<file path="config.mk">
export PLATFORM = sky130hd
export DESIGN_NAME = pipe_skid_reg
export DESIGN_NICKNAME = d
export VERILOG_FILES = /design/src/rtl/pipe_skid_reg_pkg.sv /design/src/rtl/pipe_skid_reg_flopenr.sv /design/src/rtl/pipe_skid_reg.sv
export SDC_FILE = /design/constraint.sdc
export NUM_CORES = 1
export LEC_CHECK = 0
export CORE_MARGIN = 2
export CORE_UTILIZATION = 41
export DETAILED_ROUTE_END_ITERATION = 6
export PLACE_DENSITY = 0.75
export SYNTH_ARGS = -nofsm -noshare
export SYNTH_HDL_FRONTEND = slang
export SYNTH_SLANG_ARGS = --single-unit
export TNS_END_PERCENT = 50
</file>
<file path="constraint.sdc">
create_clock -name clk -period 1.5 [get_ports clk]
set_input_delay 0.225 -clock clk [delete_from_list [all_inputs] [get_ports clk]]
set_output_delay 0.225 -clock clk [all_outputs]
set_load 0.01 [all_outputs]
</file>
<file path="src/rtl/pipe_skid_reg_pkg.sv">
// Shared definitions for the elastic pipeline register.
//   PIPE_WIDTH : default payload width
//   state_t    : handshake FSM encodings (2'b11 is illegal and recovers to EMPTY)
package pipe_skid_reg_pkg;
  localparam int PIPE_WIDTH = 3;

  typedef enum logic [1:0] {
    EMPTY = 2'b00,
    BUSY  = 2'b01,
    FULL  = 2'b10
  } state_t;
endpackage

</file>
<file path="src/rtl/pipe_skid_reg_flopenr.sv">
// flopenr_param: WIDTH-bit register with load enable, async active-low reset to 0.
//   clk   : rising-edge clock
//   rst   : async reset, active-low
//   en    : load d on the next edge
//   d / q : data in / registered data out
module flopenr_param #(
  parameter int WIDTH = 3
) (
  input  logic             clk,
  input  logic             rst,
  input  logic             en,
  input  logic [WIDTH-1:0] d,
  output logic [WIDTH-1:0] q
);
  always_ff @(posedge clk or negedge rst) begin
    if (!rst)    q <= '0;
    else if (en) q <= d;
  end
endmodule

</file>
<file path="src/rtl/pipe_skid_reg.sv">
// pipe_skid_reg: 2-entry elastic pipeline register with registered in_ready.
// The main register drives out_data; the skid register catches the one beat
// that arrives while downstream stalls, so in_ready never depends
// combinationally on out_ready.
//   clk, rst            : clock, async active-low reset
//   flush               : synchronous discard of all held entries
//   in_valid/in_ready   : upstream handshake (in_ready registered)
//   in_data             : upstream payload
//   out_valid/out_ready : downstream handshake (out_valid registered)
//   out_data            : head entry, registered
module pipe_skid_reg
  import pipe_skid_reg_pkg::*;
#(
  parameter int WIDTH = PIPE_WIDTH
) (
  input  logic             clk,
  input  logic             rst,
  input  logic             flush,
  input  logic             in_valid,
  output logic             in_ready,
  input  logic [WIDTH-1:0] in_data,
  output logic             out_valid,
  input  logic             out_ready,
  output logic [WIDTH-1:0] out_data
);
  state_t           state;
  logic             accept, emit;
  logic             main_en, skid_en;
  logic [WIDTH-1:0] main_d, skid_q;

  assign accept = in_valid  & in_ready;
  assign emit   = out_valid & out_ready;

  // Data-path enables. Flush suppresses loads; stale data is harmless
  // because out_valid drops with it.
  always_comb begin
    main_en = 1'b0;
    skid_en = 1'b0;
    main_d  = in_data;
    if (!flush) begin
      case (state)
        EMPTY: main_en = accept;
        BUSY: begin
          main_en = accept & emit;
          skid_en = accept & ~emit;
        end
        FULL: begin
          main_en = emit;
          main_d  = skid_q;   // skid entry moves up to head
        end
        default: ;
      endcase
    end
  end

  flopenr_param #(.WIDTH(WIDTH)) u_main (
    .clk (clk), .rst (rst), .en (main_en), .d (main_d),  .q (out_data)
  );

  flopenr_param #(.WIDTH(WIDTH)) u_skid (
    .clk (clk), .rst (rst), .en (skid_en), .d (in_data), .q (skid_q)
  );

  // State and both handshake outputs are registered together so that
  // in_ready reflects the next state (!= FULL) without a comb path.
  always_ff @(posedge clk or negedge rst) begin
    if (!rst) begin
      state     <= EMPTY;
      out_valid <= 1'b0;
      in_ready  <= 1'b1;
    end else if (flush) begin
      state     <= EMPTY;
      out_valid <= 1'b0;
      in_ready  <= 1'b1;
    end else begin
      case (state)
        EMPTY: if (accept) begin
          state     <= BUSY;
          out_valid <= 1'b1;
          in_ready  <= 1'b1;
        end
        BUSY: begin
          if (accept && !emit) begin
            state     <= FULL;
            out_valid <= 1'b1;
            in_ready  <= 1'b0;
          end else if (!accept && emit) begin
            state     <= EMPTY;
            out_valid <= 1'b0;
            in_ready  <= 1'b1;
          end
        end
        FULL: if (emit) begin
          state     <= BUSY;
          out_valid <= 1'b1;
          in_ready  <= 1'b1;
        end
        default: begin
          state     <= EMPTY;
          out_valid <= 1'b0;
          in_ready  <= 1'b1;
        end
      endcase
    end
  end
endmodule

</file>
==> results.md <==
- DIE WIDTH: 40.4 um
- Number of cell rows: 13
- Worst Clk Skew: 0.00296 ns
- Mapped Cells: 44
- Post-Syn Nets: 52
- Seq/Total Area, Yosys: 46.4%
- Slowest stage cell on the critical path: dfstp_2
- YS warnings: 0
- VDD IR max: 700 uV
- Initial Utilization: 42.7%
- Slew @ Worst Pin: 0.436 ns
- Fin cells: 81
- Hold-fix buffers, CTS: 0
- Post-CTS Setup Inserts: 0
- Async S/R FF share, synth: 100%
- Port bufs: 12
- Worst-path clk slew: 0.06 ns
- Status: finished, final reports clean
- First-pass GRT wire length: 1.66 mm
- Period utilization: 97.0%
- F_max: 0.687 GHz
- Dpl ws: -0.230 ns
- Slowest cell delay on critical path: 0.53 ns
- RSZ-0062 raised after global routing: yes
- Detail Placement HPWL: 862 um
- Final setup vio count: 0
- Hold Worst Slack: 0.264 ns
- Max Slew Vio Count: 0
- CTS max path bufs: 2
- CTS tree: built
- Gr usage total: 17.1%
- Num CTS Buffers: 3
- Layout cells sized above 1: 33.3%
- Root Driver: clkbuf_4
- Most frequent cells in the layout: clkdlybuf4s50_1 (10), dfrtp_1 (9), buf_4 (8), a21oi_1 (5), mux2_1 (5)
- Seq cells post-synth: 10
- PD cells: 1140 nW/um^2
- Most common cell after layout, fill and taps aside: clkdlybuf4s50_1
- Routed WL per cell: 13.7 um
- Cell chain of the critical path: nand3b_1 > a211oi_2 > mux2_2
- Vias in the first global route: 397
- Rel. slew slack: 70.9%
- Avg Cell Area, Syn: 12.3 um^2
- Residual DRC count: 0
- Primary FF master, synth: dfrtp_1
- I/O pin cnt: 13
- Core ar.: 1270 um^2
- Setup slack after layout: 0.0443 ns
- Final nets: 75
- Final Hold Fails: 0
- Final min period: 1.46 ns
- HP Class: input port to asynchronous set/reset pin
- Clk sink count: 10
- Netlist cell types: 22
- Synth area leaders: dfrtp_1 (42%), mux2_1 (10%), mux2_2 (8.3%)
- Die height: 40.4 um
- Max Cap Viol: 0
- WP data required: 1.65 ns
- Vias per cell: 5.27
- Remaining Overflow, GRT: 0
- Largest area contributor in the synthesized netlist: dfrtp_1
- CP delay by family, top: flip-flops
- Critical path class: register to register
- DRT Pass-1 Iters: 5
- Total wire length: 1.11 mm
- Syn-to-layout area delta: 40.0%
- Largest net degree at the start of global routing: 11
- Placed Cells incl. Taps: 77
- CP bufs+invs: 0
- H-tree depth: 1
- Critical path endpoint category: register
- Mapped Area: 542 um^2
- Initial antenna violation count: 0
- Vias: 427
- Antenna viol nets, final: 0
- Initial DRC count: 7
- Antenna cells: 0
- Clk Latency, worst-skew pair: 0.27 ns
- Startpoint Class: register
- CP Max Fanout: 3
- Share of the synthesized area in the top cell type: 41.6%
- RePlAce Congestion: 0.738
- Leak: 0.311 nW
- Die area: 1630 um^2
- WP data arrival: 1.60 ns
- Post-synth EDFFs: 0
-- per-layer routing --
layer  GRT usage (%)  wire, um  vias up
met5               0         0        -
met4            12.5        12        0
met3            8.33        42        2
met2            23.8       553        8
met1            20.1       501      206
li1                -         -      211
-- cells in the mapped netlist, drive strengths merged, types with 2 or more instances --
| library cell | number |
|---|---|
| a211oi | 2 |
| a21oi | 5 |
| buf | 2 |
| dfrtp | 9 |
| mux2 | 9 |
| nand3b | 2 |
| nor2 | 2 |
| nor3b | 2 |
-- stage by stage --
stage	area, um^2	power, mW	TNS [ns]	utilization [%]
6_report	758	0.867	0	59.8
3_5_place_dp	724	0.639	-1.29	57.1
3_3_place_gp	724	0.627	-1.15	57.1
4_1_cts	758	0.881	0	59.8
5_1_grt	758	0.921	-0.116	59.8
2_1_floorplan	542	0.502	0	-
-- worst reg2reg max path: cells and delay by family, from the launching register on --
family	cells	cell delay (ns)
AND/OR/NAND/NOR	1	0.12
multiplexers	1	0.38
AO/OA/AOI/OAI	1	0.31
flip-flops	1	0.53
-- cell families after synthesis --
group / share of synthesized area [%]
AO/OA/AOI/OAI: 18.2
buffers and inverters: 3.00
flip-flops: 46.4
multiplexers: 18.7
AND/OR/NAND/NOR: 13.6
-- state kept, by name, summed over array words and instances, names as in the netlist --
| register | count |
|---|---|
| u_main.q | 3 |
| u_skid.q | 3 |
| state | 2 |
| in_ready | 1 |
| out_valid | 1 |
-- cell type report --
type	instances	area, um^2
well taps	15	18.8
fillers	115	510
clock buffers	4	36.3
flip-flops and latches	10	251
multi-input cells	32	274
repair buffers	20	178
-- final timing paths --
path | from | end | slack, ns | cells past startpoint
max reg2reg | in_ready$_DFFE_PN1P_ | u_main.q[2]$_DFFE_PN0P_ | 0.04 | 3
min in group clk | u_skid.q[0]$_DFFE_PN0P_ | u_skid.q[0]$_DFFE_PN0P_ | 0.50 | 1
min | rst | state[1]$_DFFE_PN0P_ | 0.26 | 1
max | in_ready$_DFFE_PN1P_ | u_main.q[2]$_DFFE_PN0P_ | 0.04 | 3
max in group asynchronous | rst | in_ready$_DFFE_PN1P_ | 0.90 | 1
min reg2reg | u_skid.q[0]$_DFFE_PN0P_ | u_skid.q[0]$_DFFE_PN0P_ | 0.50 | 1
-- power by group --
group,internal (mW),leakage [nW],switching [mW]
Sequential,0.339,0.122,0.0405
Combinational,0.152,0.168,0.0966
Clock,0.147,0.0210,0.0918
-- what timing repair did --
item,CTS,global route
pin swaps,0,0
gates resized for setup,2,0
cloned,0,0
endpoints found under the setup margin,2,6
(Power assumes the default switching activity.)
